<file path="src/rtl/ace_snoop_responder.sv">
// ACE snoop responder: AC lookup, CR response, CD line stream, state update.
// ACE_SNOOP_RSP_PREFETCH_EN: two reads in flight via a 2-entry CD FIFO.
module ace_snoop_responder #(
  parameter int unsigned AddrWidth = 64,
  parameter int unsigned DataWidth = 64,
  parameter int unsigned LineBytes = 64
) (
  input  logic                 clk_i,
  input  logic                 rst_ni,
  input  logic                 ac_valid_i,
  output logic                 ac_ready_o,
  input  logic [AddrWidth-1:0] ac_addr_i,
  input  logic [3:0]           ac_snoop_i,
  output logic                 cr_valid_o,
  input  logic                 cr_ready_i,
  output logic [4:0]           cr_resp_o,
  output logic                 cd_valid_o,
  input  logic                 cd_ready_i,
  output logic [DataWidth-1:0] cd_data_o,
  output logic                 cd_last_o,
  output logic                 tag_req_o,
  input  logic                 tag_gnt_i,
  output logic [AddrWidth-1:0] tag_addr_o,
  input  logic                 tag_rvalid_i,
  input  logic                 tag_hit_i,
  input  logic                 tag_dirty_i,
  input  logic                 tag_unique_i,
  output logic                 data_req_o,
  input  logic                 data_gnt_i,
  output logic [$clog2(LineBytes*8/DataWidth)-1:0] data_beat_o,
  input  logic                 data_rvalid_i,
  input  logic [DataWidth-1:0] data_rdata_i,
  output logic                 upd_valid_o,
  input  logic                 upd_ready_i,
  output logic [1:0]           upd_op_o
);

  localparam int unsigned Beats = LineBytes * 8 / DataWidth;
  localparam int unsigned BW    = $clog2(Beats);
  localparam int unsigned OffW  = $clog2(LineBytes);
  localparam int unsigned ByteW = $clog2(DataWidth / 8);
  localparam int unsigned CW    = BW + 1;
  localparam logic [CW-1:0] BeatsC = CW'(Beats);
  localparam logic [CW-1:0] LastC  = CW'(Beats - 1);

  localparam logic [1:0] OpNone = 2'b00;
  localparam logic [1:0] OpShCl = 2'b01;
  localparam logic [1:0] OpInv  = 2'b10;

  localparam logic [3:0] SnpRdOnce  = 4'b0000;
  localparam logic [3:0] SnpRdShr   = 4'b0001;
  localparam logic [3:0] SnpRdCln   = 4'b0010;
  localparam logic [3:0] SnpRdNsd   = 4'b0011;
  localparam logic [3:0] SnpRdUniq  = 4'b0111;
  localparam logic [3:0] SnpClnShr  = 4'b1000;
  localparam logic [3:0] SnpClnInv  = 4'b1001;
  localparam logic [3:0] SnpMkInv   = 4'b1101;

  typedef enum logic [2:0] {
    Idle, Lookup, WaitTag, Resp, Data, Update
  } state_e;

  // Returns {op[1:0], WU, IS, PD, Err, DT}; everything is zero on a miss.
  function automatic logic [6:0] rsp_f(
    input logic [3:0] snp,
    input logic       h,
    input logic       d,
    input logic       u
  );
    logic       dt, is_s, pd, wu;
    logic [1:0] op;
    dt = 1'b0; is_s = 1'b0; pd = 1'b0; wu = 1'b0; op = OpNone;
    unique case (1'b1)
      (snp == SnpRdOnce): begin
        dt = 1'b1; is_s = 1'b1; wu = u;
      end
      (snp == SnpRdShr) || (snp == SnpRdCln) || (snp == SnpRdNsd): begin
        dt = 1'b1; is_s = 1'b1; pd = d; wu = u; op = OpShCl;
      end
      (snp == SnpRdUniq): begin
        dt = 1'b1; pd = d; wu = u; op = OpInv;
      end
      (snp == SnpClnInv): begin
        dt = d; pd = d; wu = u; op = OpInv;
      end
      (snp == SnpClnShr): begin
        dt = d; pd = d; is_s = 1'b1; wu = u;
        op = d ? OpShCl : OpNone;
      end
      (snp == SnpMkInv): begin
        wu = u; op = OpInv;
      end
      default: ;
    endcase
    if (!h) return 7'd0;
    return {op, wu, is_s, pd, 1'b0, dt};
  endfunction

  state_e                   state_q, state_d;
  logic [AddrWidth-OffW-1:0] line_q, line_d;
  logic [3:0]               snoop_q, snoop_d;
  logic [BW-1:0]            start_q, start_d;
  logic [4:0]               resp_q, resp_d;
  logic [1:0]               op_q, op_d;
  logic [CW-1:0]            req_cnt_q, req_cnt_d;
  logic [CW-1:0]            cd_cnt_q, cd_cnt_d;
  logic [1:0]               out_q, out_d;
  logic                     ac_ready_q, ac_ready_d;

  logic in_data, push, pop, issue, more;
  logic unused_addr;

  assign unused_addr = ^ac_addr_i[ByteW-1:0];

  assign in_data = (state_q == Data);
  assign push    = in_data && data_rvalid_i && (out_q != 2'd0);
  assign pop     = cd_valid_o && cd_ready_i;
  assign issue   = data_req_o && data_gnt_i;
  assign more    = (req_cnt_q != BeatsC);
  assign out_d   = out_q + {1'b0, issue} - {1'b0, push};

  assign ac_ready_o  = ac_ready_q;
  assign cr_resp_o   = resp_q;
  assign upd_op_o    = op_q;
  assign tag_addr_o  = {line_q, {OffW{1'b0}}};
  assign data_beat_o = start_q + req_cnt_q[BW-1:0];
  assign cd_last_o   = cd_valid_o && (cd_cnt_q == LastC);

`ifdef ACE_SNOOP_RSP_PREFETCH_EN
  logic [DataWidth-1:0] fifo_q [2];
  logic [DataWidth-1:0] fifo_d [2];
  logic                 wptr_q, wptr_d;
  logic                 rptr_q, rptr_d;
  logic [1:0]           cnt_q, cnt_d;
  logic [2:0]           credit;

  // A read may issue as long as in-flight plus buffered beats stay within 2.
  assign credit = {1'b0, out_q} + {1'b0, cnt_q} - {2'b0, pop};
  assign data_req_o = in_data && more && (cnt_q != 2'd2)
                    && (credit < 3'd2);
  assign cd_valid_o = in_data && (cnt_q != 2'd0);
  assign cd_data_o  = fifo_q[rptr_q];

  always_comb begin
    fifo_d = fifo_q;
    if (push) fifo_d[wptr_q] = data_rdata_i;
    wptr_d = wptr_q ^ push;
    rptr_d = rptr_q ^ pop;
    cnt_d  = cnt_q + {1'b0, push} - {1'b0, pop};
  end

  always_ff @(posedge clk_i or negedge rst_ni) begin
    if (!rst_ni) begin
      fifo_q[0] <= '0;
      fifo_q[1] <= '0;
      wptr_q    <= 1'b0;
      rptr_q    <= 1'b0;
      cnt_q     <= 2'd0;
    end else begin
      fifo_q <= fifo_d;
      wptr_q <= wptr_d;
      rptr_q <= rptr_d;
      cnt_q  <= cnt_d;
    end
  end
`else
  logic [DataWidth-1:0] hold_q, hold_d;
  logic                 hold_vld_q, hold_vld_d;

  assign data_req_o = in_data && more && (out_q == 2'd0) && !hold_vld_q;
  assign cd_valid_o = in_data && hold_vld_q;
  assign cd_data_o  = hold_q;

  always_comb begin
    hold_d     = push ? data_rdata_i : hold_q;
    hold_vld_d = (hold_vld_q & ~pop) | push;
  end

  always_ff @(posedge clk_i or negedge rst_ni) begin
    if (!rst_ni) begin
      hold_q     <= '0;
      hold_vld_q <= 1'b0;
    end else begin
      hold_q     <= hold_d;
      hold_vld_q <= hold_vld_d;
    end
  end
`endif

  always_comb begin
    state_d   = state_q;
    line_d    = line_q;
    snoop_d   = snoop_q;
    start_d   = start_q;
    resp_d    = resp_q;
    op_d      = op_q;
    req_cnt_d = req_cnt_q;
    cd_cnt_d  = cd_cnt_q;
    tag_req_o   = 1'b0;
    cr_valid_o  = 1'b0;
    upd_valid_o = 1'b0;
    unique case (state_q)
      Idle: begin
        if (ac_valid_i && ac_ready_q) begin
          line_d  = ac_addr_i[AddrWidth-1:OffW];
          snoop_d = ac_snoop_i;
          start_d = ac_addr_i[OffW-1:ByteW];
          state_d = Lookup;
        end
      end
      Lookup: begin
        tag_req_o = 1'b1;
        if (tag_gnt_i) state_d = WaitTag;
      end
      WaitTag: begin
        if (tag_rvalid_i) begin
          {op_d, resp_d} = rsp_f(snoop_q, tag_hit_i,
                                 tag_dirty_i, tag_unique_i);
          state_d = Resp;
        end
      end
      Resp: begin
        cr_valid_o = 1'b1;
        if (cr_ready_i) begin
          req_cnt_d = '0;
          cd_cnt_d  = '0;
          if (resp_q[0])           state_d = Data;
          else if (op_q != OpNone) state_d = Update;
          else                     state_d = Idle;
        end
      end
      Data: begin
        if (issue) req_cnt_d = req_cnt_q + CW'(1);
        if (pop) begin
          cd_cnt_d = cd_cnt_q + CW'(1);
          if (cd_last_o)
            state_d = (op_q == OpNone) ? Idle : Update;
        end
      end
      Update: begin
        upd_valid_o = 1'b1;
        if (upd_ready_i) state_d = Idle;
      end
      default: state_d = Idle;
    endcase
    ac_ready_d = (state_d == Idle);
  end

  always_ff @(posedge clk_i or negedge rst_ni) begin
    if (!rst_ni) begin
      state_q    <= Idle;
      line_q     <= '0;
      snoop_q    <= 4'd0;
      start_q    <= '0;
      resp_q     <= 5'd0;
      op_q       <= OpNone;
      req_cnt_q  <= '0;
      cd_cnt_q   <= '0;
      out_q      <= 2'd0;
      ac_ready_q <= 1'b0;
    end else begin
      state_q    <= state_d;
      line_q     <= line_d;
      snoop_q    <= snoop_d;
      start_q    <= start_d;
      resp_q     <= resp_d;
      op_q       <= op_d;
      req_cnt_q  <= req_cnt_d;
      cd_cnt_q   <= cd_cnt_d;
      out_q      <= out_d;
      ac_ready_q <= ac_ready_d;
    end
  end

endmodule
</file>
<file path="config.mk">
export PLATFORM = sky130hd
export DESIGN_NAME = ace_snoop_responder
export DESIGN_NICKNAME = d
export VERILOG_FILES = /design/src/rtl/ace_snoop_responder.sv
export SDC_FILE = /design/constraint.sdc
export NUM_CORES = 1
export LEC_CHECK = 0
export CAP_MARGIN = 15
export CORE_AREA = 2 2 142 117
export CTS_CLUSTER_DIAMETER = 50
export DETAILED_ROUTE_END_ITERATION = 6
export DIE_AREA = 0 0 144 119
export GPL_TIMING_DRIVEN = 0
export PLACE_DENSITY = 0.77
export SYNTH_ARGS = -nofsm -noshare
export SYNTH_HDL_FRONTEND = slang
export SYNTH_SLANG_ARGS = --single-unit
</file>
<file path="constraint.sdc">
create_clock -name clk_i -period 4.5 [get_ports clk_i]
set_input_delay 0.9 -clock clk_i [delete_from_list [all_inputs] [get_ports clk_i]]
set_output_delay 0.9 -clock clk_i [all_outputs]
set_load 0.005 [all_outputs]
</file>
# Word level (Yosys, flattened, before mapping)
# Index checks and enable logic that the tools add are counted.
[op_classes]
eq_ne = 17
magnitude_cmp = 0
n_mul = 0
mux = 30
shifts = 0
bitwise = 3
n_div = 0
n_reduce_logical = 31
addsub = 5
[op_table]
columns = ["op", "n"]
rows = [
  ["$mux 3", 10],
  ["$pmux 3 s6", 1],
  ["$pmux 4 s2", 2],
  ["$mux 7", 2],
  ["$eq 4x4->1 const B", 3],
  ["$mux 4", 3],
  ["$logic_and 1x1->1", 10],
  ["$mux 1", 10],
  ["$reduce_or 3->1", 3],
  ["$add 4x1->4 const B", 2],
  ["$eq 4x2->1 const B", 2],
  ["$eq 4x3->1 const B", 2],
  ["$eq 3x2->1 const B", 2],
  ["$eq 3x3->1 const B", 2],
  ["$logic_not 3->1", 2],
  ["$pmux 2 s3", 1],
  ["$reduce_and 3->1", 2],
  ["$reduce_bool 2->1", 3],
  ["$reduce_or 6->1", 1],
  ["$eq 4x1->1 const B", 1],
  ["$logic_not 2->1", 2],
  ["$logic_not 4->1", 1],
  ["$ne 2x1->1 const B", 2],
  ["$ne 4x4->1 const B", 1],
  ["14 further kinds", 16],
]
[totals]
word_cells = 98
romBits = 0
n_memories = 0
out_inout_bits = 145
latch_bits = 0
ramBits = 0
register_bits = 151
in_bits = 145

# Longest topological paths before layout
[depth]
ltp_word = 7
depth_mapped = 10
mapped_depth_nobuf = 10

# Least setup slack after synthesis
# OpenSTA, ideal clock, no wires.
[synth_path]
kind = "flip-flop to output port"
from = "register req_cnt_q[0]"
to = "output port data_beat_o[2]"
t_required_ns = 3.600
slack_ns = 2.342
t_arrival_ns = 1.258
path_buffers = 0
stages_incl_launch_ff = 6
path_cell_list = "dfrtp_1 > ha_1 > inv_1 > fa_1 > xor2_1 > xnor2_1"
[synth_via]
elab_chain_len = 1
[synth_lines]
columns = ["item", "line_no", "text"]
rows = [
  ["start: declaration", "105", "logic [CW-1:0] req_cnt_q, req_cnt_d;"],
  ["start signal: assignment", "268", "req_cnt_q <= req_cnt_d;"],
  ["$add 3x3->3", "126", "assign data_beat_o = start_q + req_cnt_q[BW-1:0];"],
  ["end: declaration", "30", "output logic [$clog2(LineBytes*8/DataWidth)-1:0] data_beat_o,"],
]
# Every way passes these cells.

# Worst setup path after layout
# Same ends and word-level chain as after synthesis.

==> impl_results.md <==
* Status: completed
* Top FF cell, synth: dfrtp_1
* DRC Markers at 0
* Synthesized area at 6170 sq um
* Peak VDD IR at 0.351 mV
* Clock buffer depth at 2
* Pwr dens at 603 nW/um^2
* CP Data Required Time at between 3 and 4 ns
* Sequential-to-total area share from yosys stat at 60.8%
* Setup bufs post-CTS at 0
* P_leak at 4.45 nW
* Commonest non-fill, non-tap cell in the layout: clkdlybuf4s50_1
* IO Count at 290
* Clock-pin slew on the worst setup and hold paths at 0.06 ns
* Period Utilization, post-route at 71.0%
* MaxCap Viol Count at 0
* Placeable Area at 15900 sq um
* Fin Setup TNS at 0 ns
* CTS resizes at 0
* R2r endpoint: out_q[1]
* Layout Nets at 884
* R2r worst-path depth at 9
* Global route overflow at 0
* Layout cell share with drive strength beyond 1 at roughly a fifth
* CP Launch Type: flop
* Min cycle time layout at between 3 and 4 ns
* Yosys top cell area share at 60.8%
* Via count at 4514
* Routed WL at 15700 microns
* Ys async rst share at between 90% and 100%
* DRT antenna net count at 0
* R2R setup slack at 2.22 ns
* Top cells by area, synth: dfrtp_1 (61%), mux2_2 (15%), mux2_1 (8.4%), buf_4 (1.7%), nand2_1 (1.5%)
* Clock root buffer: clkbuf_16
* # hold bufs at CTS at 0
* # fillers at between 1000 and 1500
* Largest area contributor in the netlist: dfrtp_1
* Row count at 42
* First-pass GRT wire length at 24800 microns
* Most frequent cells in the layout: clkdlybuf4s50_1 (278), dfrtp_1 (150), mux2_2 (81)
* GRT Util Overall at about a fifth
* CTS Buf Count at 17
* Clk sink count at 150
* Vias in the first global route at 4803
* Die outline height at 119 microns
* Post-DP HPWL at approximately 12000 microns
* Slew Limit Fails at 0
* Placed inst area at 9290 sq um
* Yosys warns at 0
* Initial core utilization at between 30 and 40%
* Synth Register Bits at 150
* Critical path class: reg2out
* RR Startpoint: state_q[1]
* Avg Inst Size Synth at 14.5 sq um
* Number of flops mapped to enable cells by yosys at 0
* # setup viols final at 0
* Maximum clock rate at 313 MHz
* Post-synth cell types at 48
* Layout Skew at around 0.010 ns
* Mapped Cells at 427
* Max FO, Critical Path at 6
* Iter 0 DRT Violations at ~180
* Worst Max-Slew Pin Slew at 0.606 ns
* Initial antenna violation count at 1
* H-tree depth at 4
* Slew headroom at 59.6%
* Hold crit path type: in2async
* Final GP Congestion at 0.825
* Vias per inst at ~4.7
* # diodes at 0
* Wire per inst at between 15 and 20 microns
* Pre-Repair DR Iteration Count at 4
* DIE AREA at 17100 sq um
* Cell Chain, Critical Path: ha_1 > inv_1 > fa_1 > xor2_1 > xnor2_1 > clkdlybuf4s50_1
* CTS tree: yes
* Final Instance Area at 9970 sq um
* Worst Path Arrival at between 2 and 2.5 ns
* Chip Width at 144 microns
* CP max stage cell: clkdlybuf4s50_1
* Synthesis-to-layout area growth at 61.6%
* Utilization after layout at ~63%
* Fin. Hold Viols at 0
* CP Capture Type: output port
* RSZ-0062 raised after global routing: false
* Worst-Skew Late Latency at 0.41 ns
* Largest net degree at the start of global routing at 86
* PortBufs at between 200 and 300
* CP max stage delay at between 0.5 and 0.6 ns
[critical path: cells and delay by family (launching register included)]
kind,cells,cell delay [ns]
XOR/XNOR,2,0.33
adder cells (fa/ha/maj),2,0.54
buffers and inverters,2,0.57
flip-flops,1,0.44
[metrics by stage]
step,hold slack [ns],std cells,setup WS (ns),total power (W)
2_1_floorplan,0.463,433,2.34,0.00302
5_1_grt,0.495,965,1.15,0.00637
3_5_place_dp,0.476,933,1.67,0.00444
3_3_place_gp,0.466,932,-3.22,0.00434
4_1_cts,0.470,965,1.26,0.00610
6_report,0.469,965,1.31,0.00602
[worst max path at each step]
| stage | depth (start not counted) | start | end | slack [ns] |
|---|---|---|---|---|
| 3_3_place_gp | 1 | rst_ni | cd_data_o[43] | -3.22 |
| 6_report | 6 | req_cnt_q[0] | data_beat_o[2] | 1.31 |
| 3_5_place_dp | 6 | ac_valid_i | snoop_q[1] | 1.67 |
| 2_1_floorplan | 5 | req_cnt_q[0] | data_beat_o[2] | 2.34 |
| 4_1_cts | 6 | req_cnt_q[0] | data_beat_o[2] | 1.26 |
| 5_1_grt | 6 | req_cnt_q[0] | data_beat_o[2] | 1.15 |
[cells in the mapped netlist, types with 2 or more instances]
| library cell | number |
|---|---|
| mux2_1 | 46 |
| inv_1 | 9 |
| o41ai_1 | 2 |
| xor2_1 | 3 |
| buf_6 | 6 |
| nand3b_1 | 4 |
| nor2_1 | 11 |
| dfrtp_1 | 150 |
| nand2_1 | 24 |
| ha_1 | 6 |
| nor3b_2 | 2 |
| nor2b_1 | 3 |
| buf_2 | 4 |
| xnor2_1 | 4 |
| mux2_2 | 81 |
| nand3_1 | 8 |
| a21oi_1 | 5 |
| and3_1 | 3 |
| nand4_1 | 2 |
| o31ai_1 | 2 |
| nor3_1 | 4 |
| buf_4 | 14 |
| o21ai_0 | 9 |
[layer usage]
metal / track usage [%] / share of wire (%) / vias to the layer above
met1: 21.7 / 39 / 2209
li1: - / - / 2099
met3: 7.52 / 9.6 / 18
met4: 6.50 / 1.7 / 0
met2: 31.4 / 49 / 188
met5: 0 / 0 / -
[sequential cells by signal, indices dropped and copies added (netlist names), 3 cells and up]
name and cells:
cd_data_o 64, req_cnt_q 4, cd_cnt_q 4, snoop_q 4, start_q 3, line_q 58, state_q 3, cr_resp_o 4
[cell type report]
cell class | instances | area, sq um | area share, %
buffer | 25 | 196 | 1.97
clock buffer | 21 | 460 | 4.62
clock inverter | 11 | 220 | 2.21
inverter | 9 | 33.8 | 0.339
multi-input combinational | 249 | 2210 | 22.2
sequential | 150 | 3750 | 37.6
tap | 220 | 275 | 2.76
timing repair buffer | 280 | 2820 | 28.3
[report_power, final]
part / switching (W) / total [W] / leakage (nW) / internal [W]
Combinational: 0.000727 / 0.00220 / 2.17 / 0.00147
Clock: 0.000541 / 0.00162 / 0.332 / 0.00107
Sequential: 0.000320 / 0.00220 / 1.95 / 0.00188
[cells by family (layout without fill, tap and decap cells)]
logic type / Yosys count / in the layout / synth area share (%)
other: 1 / 7 / 0.0608
AOI/OAI and AO/OA: 27 / 27 / 2.82
muxes: 128 / 128 / 23.3
adders and majority gates: 7 / 7 / 1.54
and+or+nand+nor: 73 / 73 / 6.69
DFF: 150 / 150 / 60.8
xor gates and xnor gates: 7 / 7 / 0.994
buffers and inverters: 34 / 346 / 3.73
Power figures use the tool's default switching activity.
